[src/rtl/fp_to_int_share_arbiter.sv]
// Round-robin sharing of one fixed-latency FP32->Int33 converter among NUM_REQ requesters.
// A shadow pipeline carries id/tag beside each op; results land in a credit-protected FIFO.
module fp_to_int_share_arbiter #(
  parameter int unsigned NUM_REQ    = 4,
  parameter int unsigned LATENCY    = 3,
  parameter int unsigned TAG_W      = 8,
  parameter int unsigned RESP_DEPTH = 5
) (
  input  logic                       clock,
  input  logic                       reset_n,
  input  logic [NUM_REQ-1:0]         req_valid,
  output logic [NUM_REQ-1:0]         req_ready,
  input  logic [NUM_REQ*32-1:0]      req_a,
  input  logic [NUM_REQ*TAG_W-1:0]   req_tag,
  output logic [31:0]                cvt_a,
  input  logic [32:0]                cvt_q,
  output logic                       resp_valid,
  input  logic                       resp_ready,
  output logic [32:0]                resp_q,
  output logic [$clog2(NUM_REQ)-1:0] resp_id,
  output logic [TAG_W-1:0]           resp_tag,
  output logic                       busy
);

  localparam int unsigned ID_W    = $clog2(NUM_REQ);
  localparam int unsigned STAGES  = LATENCY + 1;
  localparam int unsigned CNT_W   = $clog2(LATENCY + RESP_DEPTH + 2) + 1;
  localparam int unsigned PTR_W   = $clog2(RESP_DEPTH);
  localparam int unsigned ENTRY_W = 33 + ID_W + TAG_W;

  logic [ID_W-1:0]    ptr_q, ptr_d;
  logic [31:0]        cvt_a_q, cvt_a_d;
  logic [STAGES-1:0]  shd_vld_q;
  logic [ID_W-1:0]    shd_id_q  [STAGES];
  logic [TAG_W-1:0]   shd_tag_q [STAGES];

  logic [ENTRY_W-1:0] fifo_mem [RESP_DEPTH];
  logic [PTR_W-1:0]   wr_ptr_q, rd_ptr_q;
  logic [CNT_W-1:0]   fifo_cnt_q, fifo_cnt_d;

  logic [CNT_W-1:0]   inflight;
  logic [ID_W:0]      arb_sum;
  logic [ID_W-1:0]    gnt_idx;
  logic               gnt_any;
  logic               issue_ok;
  logic               grant_vld;
  logic               push, pop;

  function automatic logic [PTR_W-1:0] ptr_inc(input logic [PTR_W-1:0] p);
    return (p == PTR_W'(RESP_DEPTH - 1)) ? '0 : p + PTR_W'(1);
  endfunction

  always_comb begin
    inflight = '0;
    for (int unsigned i = 0; i < STAGES; i++) begin
      inflight = inflight + CNT_W'(shd_vld_q[i]);
    end
  end

  // First valid index at or after ptr_q, wrapping.
  always_comb begin
    arb_sum = '0;
    gnt_idx = '0;
    gnt_any = 1'b0;
    for (int unsigned k = 0; k < NUM_REQ; k++) begin
      arb_sum = {1'b0, ptr_q} + (ID_W + 1)'(k);
      if (arb_sum >= (ID_W + 1)'(NUM_REQ)) begin
        arb_sum = arb_sum - (ID_W + 1)'(NUM_REQ);
      end
      if (!gnt_any && req_valid[arb_sum[ID_W-1:0]]) begin
        gnt_any = 1'b1;
        gnt_idx = arb_sum[ID_W-1:0];
      end
    end
  end

  // A pop in this cycle deliberately earns no credit until the next cycle.
  assign issue_ok  = reset_n && ((inflight + fifo_cnt_q) < CNT_W'(RESP_DEPTH));
  assign grant_vld = gnt_any && issue_ok;

  always_comb begin
    req_ready          = '0;
    req_ready[gnt_idx] = grant_vld;
  end

  always_comb begin
    ptr_d   = ptr_q;
    cvt_a_d = cvt_a_q;
    if (grant_vld) begin
      ptr_d   = (gnt_idx == ID_W'(NUM_REQ - 1)) ? '0 : gnt_idx + ID_W'(1);
      cvt_a_d = req_a[32*gnt_idx +: 32];
    end
  end

  always_ff @(posedge clock or negedge reset_n) begin
    if (!reset_n) begin
      ptr_q     <= '0;
      cvt_a_q   <= '0;
      shd_vld_q <= '0;
      for (int unsigned i = 0; i < STAGES; i++) begin
        shd_id_q[i]  <= '0;
        shd_tag_q[i] <= '0;
      end
    end else begin
      ptr_q        <= ptr_d;
      cvt_a_q      <= cvt_a_d;
      shd_vld_q    <= {shd_vld_q[STAGES-2:0], grant_vld};
      shd_id_q[0]  <= gnt_idx;
      shd_tag_q[0] <= req_tag[TAG_W*gnt_idx +: TAG_W];
      for (int unsigned i = 1; i < STAGES; i++) begin
        shd_id_q[i]  <= shd_id_q[i-1];
        shd_tag_q[i] <= shd_tag_q[i-1];
      end
    end
  end

  assign cvt_a = cvt_a_q;

  assign push       = shd_vld_q[LATENCY];
  assign resp_valid = (fifo_cnt_q != '0);
  assign pop        = resp_valid && resp_ready;

  always_comb begin
    fifo_cnt_d = fifo_cnt_q;
    unique case ({push, pop})
      2'b10:   fifo_cnt_d = fifo_cnt_q + CNT_W'(1);
      2'b01:   fifo_cnt_d = fifo_cnt_q - CNT_W'(1);
      default: fifo_cnt_d = fifo_cnt_q;
    endcase
  end

  always_ff @(posedge clock or negedge reset_n) begin
    if (!reset_n) begin
      wr_ptr_q   <= '0;
      rd_ptr_q   <= '0;
      fifo_cnt_q <= '0;
    end else begin
      fifo_cnt_q <= fifo_cnt_d;
      if (push) wr_ptr_q <= ptr_inc(wr_ptr_q);
      if (pop)  rd_ptr_q <= ptr_inc(rd_ptr_q);
    end
  end

  // Storage needs no reset: the count alone decides what is valid.
  always_ff @(posedge clock) begin
    if (push) begin
      fifo_mem[wr_ptr_q] <= {cvt_q, shd_id_q[LATENCY], shd_tag_q[LATENCY]};
    end
  end

  assign {resp_q, resp_id, resp_tag} = fifo_mem[rd_ptr_q];

  assign busy = (inflight != '0) || (fifo_cnt_q != '0);

endmodule
[config.mk]
export PLATFORM = sky130hd
export DESIGN_NAME = fp_to_int_share_arbiter
export DESIGN_NICKNAME = d
export VERILOG_FILES = /design/src/rtl/fp_to_int_share_arbiter.sv
export SDC_FILE = /design/constraint.sdc
export NUM_CORES = 1
export LEC_CHECK = 0
export BUFFER_PORTS_ARGS = -buffer_cell sky130_fd_sc_hd__buf_2
export CAP_MARGIN = 20
export CORE_MARGIN = 2
export CORE_UTILIZATION = 46
export CTS_BUF_LIST = sky130_fd_sc_hd__clkbuf_4 sky130_fd_sc_hd__clkbuf_8
export DETAILED_ROUTE_END_ITERATION = 10
export PLACE_DENSITY = 0.69
export SYNTH_ARGS = -nofsm -noshare
export SYNTH_HDL_FRONTEND = slang
export SYNTH_SLANG_ARGS = --single-unit
[constraint.sdc]
create_clock -name clock -period 7 [get_ports clock]
set_clock_uncertainty 0.15 [all_clocks]
set_input_delay 0.35 -clock clock [delete_from_list [all_inputs] [get_ports clock]]
set_output_delay 0.35 -clock clock [all_outputs]
set_load 0.02 [all_outputs]
==> results.txt <==
----------------------------------------------------
[Final layout]
  Fill cell count ... 2063
  Area overhead of the layout relative to synthesis ... 28.5%
  Fraction of final layout cells sized beyond drive strength 1 ... 39.9%
  Commonest cells after routing, fill and taps aside ... buf_2 (279), edfxtp_1 (215), dfrtp_1 (86)
  Post-route non-filler standard cell count ... 1545
  Summed area of non-filler cells in the final layout ... 16300 um^2
  Leading cell type in the layout, fill and taps excluded ... buf_2
  Antenna cell count ... 0
  NumNets Final ... 1385

[Power and ir drop]
  Overall power consumption ... 6.58 mW
  Combinational Power Share ... 36.6%
  Portion of total power attributed to sequential cells ... 40.1%
  Internal power of the cells ... 4.30 mW
  Leakage power ... 6.61 nW
  Power per cell area ... 403 nW/um^2
  Worst IR Drop VDD ... 0.000192 V
  Net switching component of the power ... 2.28 mW
  Clock group share of total power ... 23.3%
  Net Sw Frac ... 34.7%

[Critical path]
  Arrival time reported for the critical path endpoint ... 4430 ps
  Worst endpoint required time ... 6500 ps
  Kind of critical path ... reg -> out
  Maximum net fanout on the critical path ... 35
  Critical path origin ... shd_vld_q[3]
  Critical Path Sink Type ... primary output
  Startpoint of the lowest-slack register-to-register path ... shd_vld_q[3]
  Startpoint type of the worst setup path ... flip-flop

[Drt]
  Antenna Nets Post-Route ... 0
  Residual DRC count ... 0
  Post-detailed-route wirelength per cell ... 18.6 um
  Vias per Instance ... 5.38
  Aggregate routed wire length ... 28800 um
  Via count ... 8305
  Initial DRT Pass Iterations ... 4
  1st-iter DRT viols ... 436

[STA]
  Fin Setup TNS ... 0 ps
  RSZ-0062 raised after global routing ... no
  Post-layout worst setup margin ... 2070 ps
  Min Clock Period, post-route ... 4930 ps
  Worst slew pin tran ... 947 ps
  Final Hold Vio Count ... 0
  Endpoints failing setup ... 0
  Final Cycle Share ... 70.5%
  Max Transition Viols Final ... 0
  Top achievable clock speed ... 203 MHz
  Worst max-slew margin expressed relative to the limit ... 36.9%

[Synth]
  Yosys top cell by area ... edfxtp_1
  Proportion of synthesized chip area in sequential cells ... 68.4%
  Post-synthesis instance total ... 794
  Number of synthesized register bits ... 304
  Post-synth net total ... 1014
  Top cell type's share of synthesized area ... 50.8%
  Top FF cell, synth ... edfxtp_1
  Most area-consuming cells after synthesis ... edfxtp_1 (51%), dfrtp_1 (18%), mux4_2 (7.6%)
  Yosys cell types ... 39
  Number of synthesized flops with an enable pin ... 215
  Mean post-synth cell area ... 16.0 um^2
  Count of warnings emitted by yosys ... 0
  Post-synth ARST share ... 29.3%
  Summed instance area of the synthesized netlist ... 12700 um^2

[Job]
  Max-cap violations ... 0

[Global routing]
  Antenna violations before repair ... 0
  Overall global routing resource usage ... 19.9%
  Maximum number of pins on one net before global-route repair ... 83
  Vias in the first global route ... 8634
  Total gr overflow ... 0
  Wire length of the first global-routing pass ... 44500 um

[Placement]
  Number of buffers added on ports ... 280
  Post-DP Area ... 14400 um^2
  Worst Setup Slack post-DPL ... 1910 ps
  Post-detail-place hpwl ... 18000 um
  Placed instance count ... 1372
  Placer congestion estimate ... 0.831

[Worst hold path]
  Min-delay worst type ... in -> reg
  Hold path start ... req_a[39]

[Clock tree]
  Clock tree from TritonCTS ... done
  Maximum buffer depth of the clock tree ... 3
  CTS hold repair buffers ... 82
  Root buffer selected by CTS ... clkbuf_8
  Post CTS Setup Buffer Count ... 0
  TritonCTS buffer count ... 48
  Clock edge transition at the registers on the reported setup and hold paths ... 60 ps
  Post-cts sizing count ... 0
  Total clock sinks ... 304
  Clock latency on the worst-skew pair ... 550 ps
  H-tree Lvls ... 2

[Floorplan]
  Die width ... 170 um
  Floorplan die height ... 170 um
  Area inside the core boundary ... 27000 um^2
  I/O Pins ... 281
  Starting density of the core ... 47.0%
  Die footprint ... 29000 um^2
  Placement Rows ... 60

[Run status]
  Result of the run ... complete, no violations

----------------------------------------------------
-- logic make-up after synthesis --
kind of cell / synth area share [%]
fa+ha+maj: 2.15
xor+xnor: 0.345
flops: 68.4
compound gates: 9.60
simple gates: 5.34
buf+inv: 2.76
mux: 11.4
-- per-layer routing --
layer | share of wire [%] | track usage (%) | vias to the layer above
met5 | 0 | 0 | -
met4 | 3.7 | 8.77 | 0
met3 | 5.8 | 4.00 | 63
met2 | 51 | 35.7 | 288
met1 | 40 | 23.2 | 4067
li1 | - | - | 3887
-- power by group through the flow --
stage	clock [mW]	combinational (mW)	sequential [mW]
finish	1.53	2.41	2.64
CTS	1.59	2.42	2.65
detailed placement	0	2.31	2.68
global placement	0	2.27	2.66
floorplan	0	1.64	2.63
global route	1.66	2.61	2.70
-- state kept, by name, indices dropped and copies added, names as in the netlist --
signal	flops
fifo_cnt_q	5
ptr_q	2
cvt_a	32
wr_ptr_q	3
rd_ptr_q	3
shd_vld_q	4
fifo_mem	215
shd_tag_q	32
shd_id_q	8
-- worst max-delay path: stages (launching register included) --
cell     delay (ps)
dfrtp_1         420
inv_1           160
fa_1            510
inv_1            40
ha_1            170
ha_1            320
fa_1            440
a21oi_1         180
xor2_1           90
a31oi_2         190
buf_4           320
or2_1           450
inv_1           220
and2_1          210
buf_2           160
-- path summary, 6_finish.rpt --
| path | slack (ps) | end | depth (start not counted) |
|---|---|---|---|
| setup reg to reg | 2400 | cvt_a[12] | 14 |
| hold / removal | 40 | cvt_a[7] | 3 |
| min in group asynchronous | 100 | cvt_a[18] | 2 |
| hold reg to reg | 180 | shd_tag_q[4] | 0 |
| max in group asynchronous | 5810 | shd_tag_q[11] | 4 |
| setup / recovery | 2070 | req_ready[1] | 14 |
-- cell type report --
| type | instances | area [um^2] | area share (%) |
|---|---|---|---|
| inverters | 22 | 82.6 | 0.506 |
| multi-input cells | 410 | 3710 | 22.7 |
| clock inverters | 15 | 134 | 0.820 |
| well taps | 341 | 427 | 2.61 |
| flip-flops and latches | 304 | 8690 | 53.3 |
| repair buffers | 379 | 2390 | 14.7 |
| clock buffers | 74 | 881 | 5.40 |
-- cells in the mapped netlist (all sizes together), types with 2 or more instances --
master	n
o31ai	33
a31oi	9
mux4	43
a21o	4
nor2	5
buf	19
ha	17
a211o	2
nand3	2
a211oi	72
and2	6
nand2	25
nor4	3
mux2	43
xor2	4
edfxtp	215
nand2b	2
a21oi	6
o22ai	2
o21ai	46
fa	3
and3	73
clkbuf	39
dfrtp	89
nor3	2
inv	22
-- stage by stage --
step,hold WS (ps),util [%]
3_5_place_dp,61.1,53.4
3_3_place_gp,61.0,53.4
5_1_grt,10.3,60.4
2_1_floorplan,-95.6,-
6_report,39.0,60.4
4_1_cts,0.450,60.2
Note: power is estimated with default switching activity, not from simulation.
